[src/rtl/instruction_fetch_pkg.sv]
// Shared constants and FSM encoding for the instruction fetch stage and its consumers.
package instruction_fetch_pkg;

  localparam int unsigned XLEN = 32;

  localparam logic [0:XLEN-1] NOP_INSTR  = 32'h54000000;
  localparam logic [0:XLEN-1] TRAP_INSTR = 32'h44000300;
  localparam logic [0:XLEN-1] RESET_PC   = 32'h00000000;
  localparam int unsigned     PC_STEP    = 4;

  typedef enum logic {
    ST_RUN  = 1'b0,
    ST_HALT = 1'b1
  } fetch_state_t;

endpackage : instruction_fetch_pkg

[src/rtl/instruction_fetch_pc_incrementer.sv]
// Sequential PC successor: modulo-2^32 add of the fixed instruction step.
module pc_incrementer
  import instruction_fetch_pkg::*;
(
  input  logic [0:XLEN-1] pc_in,
  output logic [0:XLEN-1] pc_plus_step_c
);

  assign pc_plus_step_c = pc_in + XLEN'(PC_STEP);

endmodule : pc_incrementer

[src/rtl/instruction_fetch.sv]
// Instruction fetch stage: PC register, RUN/HALT FSM, IF/ID pipeline register and fetch counter.
module instruction_fetch
  import instruction_fetch_pkg::*;
(
  input  logic            clk,
  input  logic            reset,
  input  logic            stall_in,
  input  logic            redirect_in,
  input  logic [0:XLEN-1] redirect_pc_in,
  input  logic            trap_in,
  input  logic [0:XLEN-1] imem_data_in,
  output logic [0:XLEN-1] imem_addr_out,
  output logic [0:XLEN-1] instruction_out,
  output logic [0:XLEN-1] nextPC_out,
  output logic            valid_out,
  output logic            halted_out,
  output logic [0:XLEN-1] fetch_count_out
);

  fetch_state_t    r_state;
  fetch_state_t    w_next_state;
  logic [0:XLEN-1] r_pc;
  logic [0:XLEN-1] r_instr;
  logic [0:XLEN-1] r_next_pc;
  logic            r_valid;
  logic            r_halted;
  logic [0:XLEN-1] r_count;

  logic [0:XLEN-1] w_pc;
  logic [0:XLEN-1] w_instr;
  logic [0:XLEN-1] w_next_pc;
  logic            w_valid;
  logic            w_halted;
  logic [0:XLEN-1] w_count;
  logic [0:XLEN-1] w_pc_plus4;
  logic [0:XLEN-1] w_count_inc;

  pc_incrementer u_pc_inc (
    .pc_in          (r_pc),
    .pc_plus_step_c (w_pc_plus4)
  );

  assign w_count_inc = r_count + XLEN'(1);

  // Next-state and next-register values; priority trap > redirect > stall > fetch.
  always_comb begin
    w_next_state = r_state;
    w_pc         = r_pc;
    w_instr      = r_instr;
    w_next_pc    = r_next_pc;
    w_valid      = r_valid;
    w_count      = r_count;
    case (r_state)
      ST_RUN: begin
        if (trap_in) begin
          w_next_state = ST_HALT;
          w_instr      = NOP_INSTR;
          w_valid      = 1'b0;
        end else if (redirect_in) begin
          w_pc    = redirect_pc_in;
          w_instr = NOP_INSTR;
          w_valid = 1'b0;
        end else if (!stall_in) begin
          w_pc      = w_pc_plus4;
          w_instr   = imem_data_in;
          w_next_pc = w_pc_plus4;
          w_valid   = 1'b1;
          w_count   = w_count_inc;
        end
      end
      ST_HALT: begin
      end
      default: w_next_state = ST_RUN;
    endcase
    w_halted = (w_next_state == ST_HALT);
  end

  always_ff @(posedge clk) begin
    if (reset) begin
      r_state   <= ST_RUN;
      r_pc      <= RESET_PC;
      r_instr   <= NOP_INSTR;
      r_next_pc <= RESET_PC;
      r_valid   <= 1'b0;
      r_halted  <= 1'b0;
      r_count   <= '0;
    end else begin
      r_state   <= w_next_state;
      r_pc      <= w_pc;
      r_instr   <= w_instr;
      r_next_pc <= w_next_pc;
      r_valid   <= w_valid;
      r_halted  <= w_halted;
      r_count   <= w_count;
    end
  end

  assign imem_addr_out   = r_pc;
  assign instruction_out = r_instr;
  assign nextPC_out      = r_next_pc;
  assign valid_out       = r_valid;
  assign halted_out      = r_halted;
  assign fetch_count_out = r_count;

endmodule : instruction_fetch

[config.mk]
export PLATFORM = sky130hd
export DESIGN_NAME = instruction_fetch
export DESIGN_NICKNAME = d
export VERILOG_FILES = /design/src/rtl/instruction_fetch_pkg.sv /design/src/rtl/instruction_fetch_pc_incrementer.sv /design/src/rtl/instruction_fetch.sv
export SDC_FILE = /design/constraint.sdc
export NUM_CORES = 1
export LEC_CHECK = 0
export ABC_AREA = 1
export BUFFER_PORTS_ARGS = -buffer_cell sky130_fd_sc_hd__buf_2
export CAP_MARGIN = 20
export CORE_UTILIZATION = 25
export CTS_CLUSTER_DIAMETER = 40
export DETAILED_ROUTE_END_ITERATION = 8
export PLACE_DENSITY = 0.54
export SLEW_MARGIN = 10
export SYNTH_ARGS = -nofsm -noshare
export SYNTH_HDL_FRONTEND = slang
export SYNTH_SLANG_ARGS = --single-unit
[constraint.sdc]
create_clock -name clk -period 1.4 [get_ports clk]
set_input_delay 0.14 -clock clk [delete_from_list [all_inputs] [get_ports clk]]
set_output_delay 0.14 -clock clk [all_outputs]
set_load 0.05 [all_outputs]
-- Word-level counts from Yosys, hierarchy flattened
Cells that the tools add are included.
- register bits: 130
- add/sub/neg operators: 2
- equality and inequality tests: 2
- muxes and demuxes: 10
- bitwise operators: 4
- reductions and logical operators: 3
- operator list (operator ; number):
    2-to-1 mux 32 bit ; 5
    adder 32 x 1 -> 32 bit (second input constant) ; 1
    adder 32 x 3 -> 32 bit (second input constant) ; 1
    2-to-1 mux 1 bit ; 5
    NOT 1 bit ; 4
    AND reduction 4 bit ; 1
    != test 3 x 1 -> 1 bit (second input constant) ; 1
    AND reduction 3 bit ; 1
    != test 2 x 1 -> 1 bit (second input constant) ; 1
    AND reduction 2 bit ; 1

-- Longest topological paths before layout
Gate-level depths: netlist of the first run.
- word-level depth: 3
- mapped depth: 11

-- Hierarchy
A second synthesis of the first run with hierarchy kept.
- cells, all modules: 933
- area total of the unflattened synthesis: 6272.3 µm²
- modules (own cells, without submodules) (module ; times used ; cells an instance ; area each (µm²) ; seq. area each (µm²)):
    instruction_fetch ; 1 ; 756 ; 5362.6 ; 2602.5
    pc_incrementer ; 1 ; 177 ; 909.6 ; 0.0

-- Worst setup path before layout of the first run
Ideal clock, no wire load.
- path type: register to register
- start: reg r_pc, in the netlist imem_addr_out[29]
- end: reg r_next_pc, in the netlist nextPC_out[9]
- setup time: 0.115 ns
- arrival time: 1.795 ns
- required time: 1.285 ns
- setup slack: -0.510 ns
- stages on the path, launching flop included: 11
- cell sequence: dfxtp_1 > ha_1 > nand2_1 > nor2_2 > nand2_2 > nor2_4 > nand2_1 > nand2_1 > nand2_1 > o21ai_0 > inv_1
- word-level cells in the longest chain between the ends: 1
- ends and longest elaborated chain (item ; line ; RTL):
    start: declaration ; instruction_fetch.sv:22 ; logic [0:XLEN-1] r_pc;
    start signal: assignment ; instruction_fetch.sv:89 ; r_pc <= w_pc;
    adder 32 x 3 -> 32 bit ; instruction_fetch_pc_incrementer.sv:9 ; assign pc_plus_step_c = pc_in + XLEN'(PC_STEP);
    end signal: assignment ; instruction_fetch.sv:91 ; r_next_pc <= w_next_pc;
    end: declaration ; instruction_fetch.sv:24 ; logic [0:XLEN-1] r_next_pc;
No other way between the ends.
A chain may end at the register's enable or synchronous reset.

-- Worst setup path in the final report of the first run
- start: reg r_pc, in the netlist imem_addr_out[28]
- end: reg r_pc, in the netlist imem_addr_out[1]
- word-level cells in the longest chain between the ends: 3
- ends and longest elaborated chain (item ; line ; RTL):
    adder 32 x 3 -> 32 bit ; instruction_fetch_pc_incrementer.sv:9 ;
    2-to-1 mux 32 bit ; instruction_fetch.sv:63 ; end else if (!stall_in) begin
    2-to-1 mux 32 bit ; instruction_fetch.sv:59 ; end else if (redirect_in) begin
No other way between the ends. The select of a mux whose other input is x is not followed.

==> impl_results.rst, run 1 <==
.. list-table::
   :header-rows: 1

   * - Metric
     - Value
   * - Outcome
     - finished, violations left
   * - Violated checks
     - negative setup slack
   * - Final worst setup slack
     - -0.138 ns
   * - Number of top-level pins
     - 199
   * - Placer's final routability congestion estimate
     - ~0.83
   * - Setup clock skew after layout
     - 0.0117 ns
   * - Max capacitance violation total
     - 0
   * - Estimated wirelength of the detail-placed design
     - 16500 µm
   * - Antenna violation net count after detailed routing
     - 0
   * - Number of distinct library cells after synthesis
     - 36
   * - Die height
     - 161 µm
   * - Number of nets at the end of the flow
     - 1362
   * - Setup repair after global routing missed its margin
     - true
   * - Routed wire length
     - roughly 25000 µm
   * - Per-cell via count in the routed design
     - roughly 4.6
   * - Kind of start point of the critical path
     - register
   * - Setup Viol. Count Final
     - 50
   * - Clock buffer count from CTS
     - 17
   * - Pin count of the biggest net entering global routing
     - 63
   * - Leakage power figure
     - roughly 4.7 nW
   * - Commonest cells after routing, fill and taps aside
     - sky130_fd_sc_hd__nand2_1 (234), sky130_fd_sc_hd__buf_2 (196), sky130_fd_sc_hd__nor2_1 (101)
   * - Mapped Nets
     - 1023
   * - Worst-case setup slack after placement
     - -0.135 ns
   * - Post-synthesis instance total
     - about 950
   * - Clock period minus final worst setup slack
     - 1.54 ns
   * - Number of core rows
     - 57
   * - Post-detailed-route DRC marker count
     - 0
   * - Number of pins exceeding their max-slew limit in the final report
     - 0
   * - Clock Tree Buf Depth
     - 2
   * - CTS Root Cell
     - sky130_fd_sc_hd__clkbuf_16
   * - Fraction of final layout cells with drive strength greater than 1
     - 45.2%
   * - Overflow left after global routing
     - 0
   * - Mean cell area of the mapped netlist
     - 6.65 µm²
   * - Number of cells in the design after placement
     - 1532
   * - Asr flop ratio synth
     - 0%
   * - Via total after detailed routing
     - roughly 7500
   * - Netlist area before placement
     - 6330 µm²
   * - Starting utilization of the core area
     - 25.7%
   * - Required time worst endpoint
     - roughly 1.7 ns
   * - Highest net fanout along the worst path
     - 4
   * - Max-slew headroom at the worst pin
     - 69.7%
   * - Cell with the largest stage delay on the worst path
     - sky130_fd_sc_hd__dfxtp_4
   * - Core ar.
     - 24600 µm²
   * - Number of global-route vias before repair
     - 6701
   * - Cell Count, Final, Fillers Out
     - between 1500 and 2000
   * - Most used DFF post-synth
     - sky130_fd_sc_hd__dfxtp_1
   * - Maximum ir drop on the vdd rail
     - 0.000595 V
   * - Max Clk Rate
     - approximately 650 MHz
   * - Final Hold Slack
     - 0.0000853 ns
   * - Horiz. Die Dim
     - 161 µm
   * - Number of H-tree branching levels
     - 4
   * - Data arrival time of the critical path
     - 1.84 ns
   * - Part of the cycle the worst path needs
     - 110%
   * - Clock tree from TritonCTS
     - yes
   * - Area delta synth->final
     - 69.1%
   * - Final Hold Vio Count
     - 0
   * - Total power per unit cell area
     - 953 nW/µm²
   * - Most used cell along the critical path
     - sky130_fd_sc_hd__nand2_2
   * - Total clock sinks
     - 130
   * - Buffers on Ports
     - just under 200
   * - WL/cell
     - 15.2 µm
   * - Least-Margin Pin Slew
     - 0.455 ns
   * - Nature of the critical path endpoint
     - register
   * - Type of the worst min-delay path
     - input pin to register
   * - Sum Neg Setup Slack
     - -2.65 ns
   * - First-pass GRT wire length
     - around 36000 µm
   * - Floorplan die area
     - 26000 µm²
   * - Clock latency at the later pin of the worst-skew pair
     - roughly 0.42 ns
   * - Starting DRT DRC Count
     - 379
   * - Type of the setup path with the least slack
     - register to register
   * - Yosys warns
     - 0
   * - Part of the Yosys area used for sequential elements
     - about 40%
   * - Crit-path cells
     - ha_4 -> nand2_4 -> nor2_4 -> nand2_4 -> nor2_4 -> buf_6 -> nand2_2 -> nand2_2 -> nand3_2 -> nand2_2 -> a21oi_2
   * - Slowest stage delay, CP
     - 0.37 ns
   * - Global router's overall resource usage
     - 17.6%
   * - Number of antenna violations at the first check in global routing
     - 1
   * - Most common cell after layout, fill and taps aside
     - sky130_fd_sc_hd__nand2_1
   * - Detailed-router iteration count before antenna repair
     - 5
   * - Clock transition time at the flip-flop clock pins of the worst setup and hold paths
     - 0.06 ns
   * - Synth Register Bits
     - 130
   * - Count of flip-flops with a built-in enable after synthesis
     - 0
[cell usage after synthesis (9+ instances only)]
library cell,count,area share [%]
sky130_fd_sc_hd__nand2_1,265,16
sky130_fd_sc_hd__nor2_1,140,8.3
sky130_fd_sc_hd__dfxtp_1,130,41
sky130_fd_sc_hd__a21oi_1,105,8.3
sky130_fd_sc_hd__inv_1,79,4.7
sky130_fd_sc_hd__o21ai_0,64,5.1
sky130_fd_sc_hd__nand3_1,32,2.5
sky130_fd_sc_hd__clkbuf_1,26,1.5
sky130_fd_sc_hd__xor2_1,13,1.8
sky130_fd_sc_hd__nor2_2,10,0.99
sky130_fd_sc_hd__nand3b_1,9,1.1
sky130_fd_sc_hd__nand4_1,9,0.89
[area by class of cell]
| cell class | instances | area, µm² |
|---|---|---|
| Antenna cell | 1 | 2.50 |
| Clock buffer | 26 | 541 |
| Inverter | 83 | 337 |
| Clock inverter | 6 | 40.0 |
| Sequential cell | 130 | 2770 |
| Fill cell | 2492 | 13900 |
| Tap cell | 324 | 405 |
| Multi-Input combinational cell | 697 | 3940 |
| Timing Repair Buffer | 362 | 2670 |
[worst paths after layout]
check,slack (ns),depth (start not counted),end,start
worst max-delay path,-0.14,11,imem_addr_out[1],imem_addr_out[28]
worst min-delay path,0.00009,3,imem_addr_out[21],redirect_pc_in[21]
worst min register to register,0.46,2,instruction_out[1],instruction_out[1]
worst max register to register,-0.14,11,imem_addr_out[1],imem_addr_out[28]
[stage by stage]
stage / utilization, % / cell area (µm²) / total power [mW]
finish: 43.5 / 10700 / 10.2
global route: 43.5 / 10700 / 10.6
CTS: 39.9 / 9810 / 10.0
detailed placement: 35.2 / 8660 / 5.52
global placement: 35.2 / 8660 / 5.52
floorplan: - / 6610 / 4.92
[registers in the layout (all words and copies together) (netlist names)]
register	cells
fetch_count_out	32
halted_out	1
imem_addr_out	32
instruction_out	32
nextPC_out	32
valid_out	1
[timing repair]
item	CTS	global route
endpoints found under the setup margin	65	104
setup buffers	6	12
endpoints found under the hold margin	39	0
gates cloned	0	9
hold buffers	39	0
resized for setup	35	190
pin swaps	20	43
[per-layer routing]
layer / GRT usage, % / vias to the layer above / share of wire [%] / routed length (µm)
met5: 0 / - / 0 / 0
met2: 29.5 / 204 / 49 / 12100
li1: - / 3740 / - / -
met1: 21.7 / 3484 / 44 / 10800
met3: 4.39 / 31 / 5.2 / 1290
met4: 6.39 / 0 / 2.0 / 484
[cell families after synthesis]
family | Yosys count | share of synthesized area, %
flops | 130 | 41.1
simple gates | 489 | 32.5
compound gates | 188 | 15.6
fa+ha+maj | 2 | 0.395
xor+xnor | 18 | 2.49
buf+inv | 125 | 7.96
[worst max-delay path: cells and delay by family, from the launching register on]
family / cells / cell delay [ns]
DFF: 1 / 0.37
buffers and inverters: 1 / 0.12
AOI/OAI and AO/OA: 1 / 0.05
and+or+nand+nor: 8 / 0.72
adders and majority gates: 1 / 0.15
[where the power goes]
part           internal (mW)  switching, mW
Sequential              3.80          0.123
Combinational          0.712           1.19
Clock                   2.66           1.72
Note: power is estimated with default switching activity, not from simulation.
==> run 2, diff against run 1 <==
Settings changed: ABC_AREA 1 to unset.
==> run 2 against run 1 <==
The run still ends with negative setup slack left. Critical path depth shrank 6. Maximum frequency shrank 24%. Register-to-register slack lost 0.49 ns. Clock power grew 5.0%. Final cell count shrank 8.5%. Clock-buffer cell count shrank 7. Largest power group unchanged.
==> impl_results.rst, run 2 <==
.. list-table::
   :header-rows: 1

   * - Metric
     - Value
   * - Total power per unit cell area
     - a little over 900 nW/µm²
   * - Post-synthesis instance total
     - about 760
   * - Sequential Area
     - approximately 2700 µm²
   * - Required time worst endpoint
     - around 1.8 ns
   * - Die height
     - 159 µm
   * - Number of distinct library cells after synthesis
     - 53
   * - Setup repair after global routing missed its margin
     - true
   * - Number of pins exceeding their max-slew limit in the final report
     - 0
   * - Number of cells in the design after placement
     - 1368
   * - Reg power frac
     - 38.1%
   * - Violated checks
     - negative setup slack
   * - Buffers on Ports
     - 198
   * - Data arrival time of the critical path
     - 2.38 ns
   * - Number of H-tree branching levels
     - 4
   * - Nature of the critical path endpoint
     - register
   * - Type of the setup path with the least slack
     - register to register
   * - Highest net fanout along the worst path
     - 6
   * - Placer's final routability congestion estimate
     - 0.823
   * - Most used DFF post-synth
     - sky130_fd_sc_hd__dfxtp_1
   * - Core ar.
     - 24200 µm²
   * - Horiz. Die Dim
     - ~160 µm
   * - Global router's overall resource usage
     - a little under a fifth
   * - Starting utilization of the core area
     - 25.4%
   * - Number of global-route vias before repair
     - 7187
   * - Most common cell after layout, fill and taps aside
     - sky130_fd_sc_hd__buf_2
   * - Cell types with the largest area share after synthesis
     - sky130_fd_sc_hd__dfxtp_1 (42%), sky130_fd_sc_hd__a21oi_1 (4.5%), sky130_fd_sc_hd__nor2_1 (4.3%)
   * - Clock buffer count from CTS
     - 17
   * - Setup clock skew after layout
     - 0.0149 ns
   * - Area occupied by multi-input gates
     - between 3000 and 4000 µm²
   * - Number of core rows
     - between 50 and 60
   * - Yosys warns
     - 0
   * - Clock power share
     - between 40% and 50%
   * - Number of nets at the end of the flow
     - 1223
   * - Number of antenna violations at the first check in global routing
     - 1
   * - Final Hold Slack
     - 0.0422 ns
   * - Final worst setup slack
     - -0.626 ns
   * - Top cell type's share of synthesized area
     - 42.2%
   * - Synth Register Bits
     - 130
   * - Most common cell in the netlist
     - sky130_fd_sc_hd__dfxtp_1
   * - Antenna violation net count after detailed routing
     - 0
   * - Clock Tree Buf Depth
     - 2
   * - Portion of total power attributed to combinational logic
     - 16.7%
   * - Mapped Nets
     - between 800 and 900
   * - Kind of start point of the critical path
     - register
   * - Clock tree from TritonCTS
     - yes
   * - Part of the cycle the worst path needs
     - 145%
   * - Part of the Yosys area used for sequential elements
     - 42.2%
   * - First-pass GRT wire length
     - slightly below 40000 µm
   * - Area delta synth->final
     - 80.5%
   * - Overflow left after global routing
     - 0
   * - Final Total Pwr
     - 10.2 mW
   * - Clock period minus final worst setup slack
     - 2.03 ns
   * - Number of top-level pins
     - 199
   * - Asr flop ratio synth
     - 0%
   * - Cell accounting for the most synthesized area
     - sky130_fd_sc_hd__dfxtp_1
   * - Switch share
     - 29.5%
   * - Mean cell area of the mapped netlist
     - 8.13 µm²
   * - WL/cell
     - 16.9 µm
   * - Share of the core filled with cells in the final layout
     - 45.9%
   * - Filler cells
     - 2364
   * - Least-Margin Pin Slew
     - 0.481 ns
   * - Cell Int Power
     - a little over 7 mW
   * - Max capacitance violation total
     - 0
   * - Commonest cells after routing, fill and taps aside
     - sky130_fd_sc_hd__buf_2 (191), sky130_fd_sc_hd__buf_4 (142), sky130_fd_sc_hd__dfxtp_1 (83)
   * - Type of the worst min-delay path
     - input pin to register
   * - Detailed-router iteration count before antenna repair
     - 5
   * - Total clock sinks
     - between 100 and 150
   * - Final Hold Vio Count
     - 0
   * - Leakage power figure
     - 4.72 nW
   * - Estimated wirelength of the detail-placed design
     - about 17000 µm
   * - Netlist area before placement
     - 6170 µm²
   * - Clock transition time at the flip-flop clock pins of the worst setup and hold paths
     - ~0.06 ns
   * - Pin count of the biggest net entering global routing
     - 62
   * - Fraction of final layout cells with drive strength greater than 1
     - 50.4%
   * - Floorplan die area
     - between 20000 and 30000 µm²
   * - Outcome
     - finished, violations left
   * - Routed wire length
     - around 25000 µm
   * - Post-detailed-route DRC marker count
     - 0
   * - Setup Viol. Count Final
     - roughly 110
   * - Net load switching power
     - 3.00 mW
   * - Per-cell via count in the routed design
     - slightly above 5
   * - Via total after detailed routing
     - 7562
   * - Clock latency at the later pin of the worst-skew pair
     - 0.42 ns
   * - Starting DRT DRC Count
     - 499
   * - Max Clk Rate
     - 494 MHz
   * - Cell Count, Final, Fillers Out
     - 1490
   * - Maximum ir drop on the vdd rail
     - about 0.00066 V
   * - Synth cell count leaders
     - sky130_fd_sc_hd__dfxtp_1 (130), sky130_fd_sc_hd__nor2_1 (70), sky130_fd_sc_hd__clkbuf_1 (61)
   * - CTS Root Cell
     - sky130_fd_sc_hd__clkbuf_16
   * - Count of flip-flops with a built-in enable after synthesis
     - 0
   * - Max-slew headroom at the worst pin
     - 67.7%
[run 2: cell types whose count changed in the layout (fill, tap and decap cells not counted), sizes merged, moves of 30 or more]
cell   delta
nor2     -87
nand2   -217
buf      +90
inv      -63
a22oi    +31
a21oi    -51
or4      +30
[run 2: cells by family (layout without fill, tap and decap cells)]
kind of cell | Yosys count | count (layout) | share of synthesized area (%)
multiplexers | 4 | 4 | 0.690
other | 0 | 1 | 0
flip-flops | 130 | 130 | 42.2
buffers and inverters | 85 | 489 | 5.44
XOR/XNOR | 19 | 19 | 2.70
adder cells (fa/ha/maj) | 2 | 2 | 0.406
AND/OR/NAND/NOR | 292 | 294 | 25.0
AO/OA/AOI/OAI | 227 | 227 | 23.6
[run 2: metal layers]
metal  track usage [%]  routed length (µm)
met3              3.67                1220
met4              6.25                 563
met2              30.7               11800
met5                 0                   0
met1              25.9               11600
[run 2: worst paths after layout]
path / start / to / slack (ns) / depth (start not counted)
worst max-delay path: halted_out / fetch_count_out[8] / -0.63 / 5
worst min-delay path: redirect_pc_in[18] / imem_addr_out[18] / 0.04 / 3
worst max register to register: halted_out / fetch_count_out[8] / -0.63 / 5
worst min register to register: nextPC_out[30] / nextPC_out[30] / 0.45 / 2
[run 2: final cells by class]
type / count / share of cell area, %
repair buffers: 443 / 30.9
clock buffers: 19 / 3.98
inverters: 14 / 0.472
clock inverters: 13 / 1.33
multi-input cells: 546 / 35.3
well taps: 324 / 3.64
diodes: 1 / 0.0225
flip-flops and latches: 130 / 24.4
[run 2: timing repair]
action	CTS	global route
gates resized for setup	120	69
gates cloned	6	4
pin swaps	71	37
setup endpoints to repair	102	133
endpoints found under the hold margin	34	0
buffers inserted	39	11
hold buffers	34	0
[run 2: metrics by stage]
stage          setup TNS, ns  area (µm²)  setup slack, ns
2_1_floorplan         -48.24        6660           -0.823
3_3_place_gp          -49.67        8870           -0.738
3_5_place_dp          -50.97        8870           -0.751
4_1_cts               -30.41       10700           -0.614
5_1_grt               -39.79       11100           -0.670
6_report              -31.60       11100           -0.626
[run 2: critical path: stages, from the launching register on]
cell and delay (ns):
sky130_fd_sc_hd__dfxtp_4 0.33, sky130_fd_sc_hd__or4_4 0.44, sky130_fd_sc_hd__or4_4 0.48, sky130_fd_sc_hd__buf_6 0.16, sky130_fd_sc_hd__or4_4 0.41, sky130_fd_sc_hd__a21oi_2 0.15
[run 2: power by group through the flow]
stage	Combinational (mW)	Sequential, mW	Clock (mW)
2_1_floorplan	0.454	4.35	0
3_3_place_gp	1.39	3.96	0
3_5_place_dp	1.39	3.96	0
4_1_cts	1.63	3.88	4.68
5_1_grt	1.80	3.89	4.84
6_report	1.69	3.88	4.60
